## src/rtl/uart_tx_serializer.sv

```systemverilog
// UART transmit engine: start bit, 8 data bits LSB first, optional even parity, stop bit(s).
// Define UART_TX_TWO_STOP_EN to send two stop bits per frame.
module uart_tx_serializer #(
    parameter int CLK_FREQ     = 50000000,
    parameter int BAUD_RATE    = 115200,
    parameter int CLKS_PER_BIT = CLK_FREQ / BAUD_RATE
) (
    input  logic       clk,
    input  logic       reset,
    input  logic       Tx_Start,
    input  logic [7:0] UART_Tx_Data,
    input  logic       Parity,
    output logic       tx,
    output logic       tx_send,
    output logic       UART_Tx_Done
);

    localparam int CNT_W = $clog2(CLKS_PER_BIT);
    localparam logic [CNT_W-1:0] CNT_LAST = CNT_W'(CLKS_PER_BIT - 1);

`ifdef UART_TX_TWO_STOP_EN
    localparam bit TWO_STOP = 1'b1;
`else
    localparam bit TWO_STOP = 1'b0;
`endif

    generate
        if (CLKS_PER_BIT < 2) begin : g_bad_baud
            $error("uart_tx_serializer: CLKS_PER_BIT must be >= 2");
        end
    endgenerate

    typedef enum logic [2:0] {IDLE, START, DATA, PARITY, STOP} state_t;

    state_t           state, state_n;
    logic [CNT_W-1:0] cnt, cnt_n;
    logic [2:0]       bit_idx, bit_n;
    logic             stop2, stop2_n;
    logic [7:0]       shadow, shadow_n;
    logic             par_en, par_en_n;
    logic             start_q;
    logic             tx_n, send_n, bit_end, done_c;

    always_ff @(posedge clk) begin
        if (reset) begin
            state   <= IDLE;
            cnt     <= '0;
            bit_idx <= '0;
            stop2   <= 1'b0;
            shadow  <= '0;
            par_en  <= 1'b0;
            start_q <= 1'b1;  // a level held through reset must not launch
            tx      <= 1'b1;
            tx_send <= 1'b0;
        end else begin
            state   <= state_n;
            cnt     <= cnt_n;
            bit_idx <= bit_n;
            stop2   <= stop2_n;
            shadow  <= shadow_n;
            par_en  <= par_en_n;
            start_q <= Tx_Start;
            tx      <= tx_n;
            tx_send <= send_n;
        end
    end

    always_comb begin
        state_n  = state;
        cnt_n    = cnt;
        bit_n    = bit_idx;
        stop2_n  = stop2;
        shadow_n = shadow;
        par_en_n = par_en;
        bit_end  = (cnt == CNT_LAST);
        done_c   = 1'b0;
        tx_n     = 1'b1;
        send_n   = 1'b0;

        if (state != IDLE)
            cnt_n = bit_end ? '0 : cnt + 1'b1;

        case (state)
            IDLE: begin
                if (Tx_Start && !start_q) begin
                    state_n  = START;
                    shadow_n = UART_Tx_Data;
                    par_en_n = Parity;
                    cnt_n    = '0;
                    bit_n    = '0;
                    stop2_n  = 1'b0;
                end
            end
            START:  if (bit_end) state_n = DATA;
            DATA: begin
                if (bit_end) begin
                    if (bit_idx == 3'd7) state_n = par_en ? PARITY : STOP;
                    else                 bit_n   = bit_idx + 3'd1;
                end
            end
            PARITY: if (bit_end) state_n = STOP;
            STOP: begin
                if (bit_end) begin
                    if (TWO_STOP && !stop2) begin
                        stop2_n = 1'b1;
                    end else begin
                        state_n = IDLE;
                        done_c  = 1'b1;
                    end
                end
            end
            default: state_n = IDLE;
        endcase

        // Outputs are registered from the next state so the line changes on the launch edge.
        case (state_n)
            START:   begin tx_n = 1'b0;            send_n = 1'b1; end
            DATA:    begin tx_n = shadow_n[bit_n]; send_n = 1'b1; end
            PARITY:  begin tx_n = ^shadow_n;       send_n = 1'b1; end
            STOP:    begin tx_n = 1'b1;            send_n = 1'b1; end
            default: begin tx_n = 1'b1;            send_n = 1'b0; end
        endcase
    end

    assign UART_Tx_Done = done_c;

endmodule

```

## config.mk

```make
export PLATFORM = sky130hd
export DESIGN_NAME = uart_tx_serializer
export DESIGN_NICKNAME = d
export VERILOG_FILES = /design/src/rtl/uart_tx_serializer.sv
export SDC_FILE = /design/constraint.sdc
export NUM_CORES = 1
export LEC_CHECK = 0
export ABC_AREA = 1
export BUFFER_PORTS_ARGS = -buffer_cell sky130_fd_sc_hd__buf_4
export CAP_MARGIN = 20
export CORE_MARGIN = 3
export CORE_UTILIZATION = 50
export CTS_CLUSTER_SIZE = 8
export DETAILED_ROUTE_END_ITERATION = 10
export PLACE_DENSITY_LB_ADDON = 0.05
export SLEW_MARGIN = 40
export SYNTH_ARGS = -nofsm -noshare
export SYNTH_HDL_FRONTEND = slang
export SYNTH_SLANG_ARGS = --single-unit
```

## constraint.sdc

```tcl
create_clock -name clk -period 1.6 [get_ports clk]
set_clock_uncertainty 0.05 [all_clocks]
set_input_delay 0.32 -clock clk [delete_from_list [all_inputs] [get_ports clk]]
set_output_delay 0.32 -clock clk [all_outputs]
set_load 0.01 [all_outputs]
```

==> run_results.csv <==
group,metric,value,unit
power,seqPwrFrac,0.516,
synthesis,synth.area.top_cells,"dfxtp_1, nand2_1, inv_1",
synthesis,syn-num-nets,298,
finish,nFillCells,244,
clocking,cts_max_level,1,
synthesis,synthTopCellsByCount,"nand2_1, inv_1, nor2_1",
synthesis,yosys.area.top_type,"dfxtp_1",
floorplan,start_util,0.547,
synthesis,synth_area,1750,um2
detailed_routing,antenna_left,0,
place,gp_congestion,0.823,
finish,final_core_util,0.793,
global_route,grt_pass1_vias,1909,
synthesis,netlist_instances,283,
clocking,ctsHoldBuffers,0,
clocking,clkSlewWorstSetupHoldPaths,0.17,ns
finish,multi_input_area,1200,um2
clocking,cts_tree,"done",
sta,tightest_slew,0.392,ns
critical_path,crit_required,1.23,ns
synthesis,ys_ff_latch,27,
sta,fmax,532,MHz
floorplan,die_area,4250,um2
critical_path,arrival,1.51,ns
place,dp_hpwl,3.18,mm
sta,fin_ws,-0.280,ns
power,p_clk_frac,0.248,
critical_path,start_kind,"register",
sta,period_share,1.17,
power,ir_drop,0.000573,V
synthesis,yosys_warnings,0,
floorplan,core,3200,um2
clocking,cts_sinks,27,
global_route,track_usage,0.231,
synthesis,synth_edf_count,0,
sta,grt_setup_unrepaired,"yes",
floorplan,die-width,65.2,um
finish,seqCellArea,547,um2
power,p_sw,423,uW
clocking,numCtsBuffers,3,
power,p_int,939,uW
finish,fin_nets,367,
detailed_routing,dr.pass1.iters,4,
synthesis,ys_types,27,
sta,period_needed,1.88,ns
power,cellLeakagePower,1.33,nW
synthesis,syn_area_per_cell,6.19,um2
synthesis,async_flop_share,0,
synthesis,yosysSeqAreaShare,0.309,
sta,setup_viol,5,
global_route,grt_pass1_wl,7.89,mm
power,p_per_area,536,nW/um2
critical_path,cp-end-kind,"primary output",
clocking,insertion_delay,0.35,ns
detailed_routing,via_count,1929,
place,place_inst,383,
detailed_routing,wl_per_cell,11.2,um
hold_path,hold_path_class,"primary input to register",
job,max_cap_viol_count,0,
global_route,grt_max_degree,18,
place,portBuffers,14,
sta,finalHoldViolations,0,
detailed_routing,avgViaCountPerCell,4.88,
outcome,violations,"setup timing",
global_route,antenna_found_initial,0,
power,p_comb_frac,0.235,
outcome,outcome,"complete, but fails checks",
floorplan,fp-row-count,20,
clocking,root_buffer,"clkbuf_4",
detailed_routing,drt_iter0_markers,77,
global_route,grt_overflow_total,0,
finish,fin_cells,395,
finish,num_antenna_cells,0,
floorplan,io_pins,15,
finish,drive_above_1_share,0.365,
floorplan,die_h,65.2,um
finish,area_growth,45.0,%
detailed_routing,drc,0,
power,power.share.switching,0.311,
critical_path,path_max_fanout,2,
clocking,clockBufferDepth,2,
synthesis,synth_top_flop_cell,"dfxtp_1",
synthesis,yosysMostFrequentCell,"nand2_1",
sta,drv_slew,0,
detailed_routing,wl,4.42,mm
critical_path,critPathKind,"register to primary output",
sta,slew_headroom,0.736,
synthesis,synth.top_cell.area_share,0.309,
sta,hold_slack,0.177,ns
-- metrics by stage --
| stage | TNS (ns) | cell area (um2) | power (mW) | setup slack, ns |
|---|---|---|---|---|
| floorplan | -0.0396 | 1790 | 0.881 | -0.0396 |
| global placement | -0.647 | 2270 | 1.00 | -0.145 |
| detailed placement | -1.07 | 2270 | 1.01 | -0.165 |
| CTS | -0.436 | 2390 | 1.35 | -0.236 |
| global route | -1.75 | 2540 | 1.43 | -0.392 |
| finish | -0.763 | 2540 | 1.36 | -0.280 |
-- final timing paths --
path	start	endpoint	slack, ns	depth (start not counted)
worst max-delay path	cnt[4]$_SDFF_PP0_	UART_Tx_Done	-0.28	8
worst min-delay path	reset	state[2]$_SDFF_PP0_	0.18	2
worst max register to register	cnt[1]$_SDFF_PP0_	tx$_SDFF_PP1_	-0.23	14
worst min register to register	par_en$_SDFFE_PP0P_	par_en$_SDFFE_PP0P_	0.47	2
-- placed cells by master (no fill, tap or decap) --
cell / Yosys / layout
nand2_1: 105 / 96
buf_4: 0 / 61
inv_1: 42 / 38
nor2_1: 32 / 26
dfxtp_1: 27 / 22
nand4_1: 12 / 12
nand3_1: 14 / 10
nand2_2: 2 / 7
nand2_4: 3 / 7
a21oi_1: 8 / 7
inv_2: 2 / 6
buf_6: 3 / 6
nor2_2: 0 / 5
nor2_4: 3 / 5
dfxtp_2: 0 / 5
o21ai_2: 2 / 4
nand3_4: 0 / 4
xor2_1: 3 / 3
o21ai_0: 5 / 3
clkbuf_4: 0 / 3
nand3_2: 2 / 2
nand3b_1: 2 / 2
nor3_2: 0 / 2
nor3b_2: 0 / 2
ha_1: 3 / 2
nor3_4: 0 / 1
a2bb2oi_2: 0 / 1
nor2_8: 1 / 1
o21ai_1: 1 / 1
o21bai_2: 0 / 1
a21oi_2: 0 / 1
and3_4: 0 / 1
nor3_1: 4 / 1
ha_4: 0 / 1
clkinvlp_4: 0 / 1
buf_12: 0 / 1
-- critical path: stages, from the launching register on --
cell and delay (ns):
dfxtp_1 0.37, nand2_1 0.08, inv_1 0.08, nand2_2 0.09, inv_1 0.16, nand2_4 0.08
buf_6 0.12, nor2_4 0.07, buf_6 0.10
-- per-layer routing --
layer	wire length, um	global-route usage	vias up
met5	0	0	-
met4	85	0.0466	0
met3	102	0.0410	10
met2	2360	0.442	25
met1	1880	0.263	866
li1	-	-	1028
-- repair_timing --
action / 4_1_cts / 5_1_grt
gates resized for setup: 16 / 35
gates cloned: 1 / 0
setup endpoints to repair: 13 / 16
setup buffers: 4 / 4
pin swaps: 14 / 22
-- kinds of logic (layout without fill, tap and decap cells) --
family,count (synthesis),in the layout,share of synthesized area
compound gates,18,18,0.0593
flops,27,27,0.309
buf+inv,49,116,0.119
simple gates,183,184,0.477
fa+ha+maj,3,3,0.0214
xor+xnor,3,3,0.0150
-- state kept, by name (all words and copies together), names as in the netlist --
register / cells
state: 3
cnt: 9
start_q: 1
bit_idx: 3
par_en: 1
tx_send: 1
shadow: 8
tx: 1
-- final cells by class --
| cell class | count | share of cell area |
|---|---|---|
| Multi-Input combinational cell | 208 | 0.471 |
| Sequential cell | 27 | 0.215 |
| Inverter | 44 | 0.0650 |
| Timing Repair Buffer | 68 | 0.215 |
| Tap cell | 44 | 0.0217 |
| Clock buffer | 3 | 0.00887 |
| Clock inverter | 1 | 0.00296 |
-- power by group through the flow --
stage               clock [mW]  combinational (mW)  sequential (mW)
floorplan                    0               0.163            0.718
global placement             0               0.283            0.718
detailed placement           0               0.289            0.718
CTS                      0.345               0.299            0.704
global route             0.362               0.367            0.706
finish                   0.338               0.321            0.704
No activity file was read; power rests on OpenSTA's default activity.
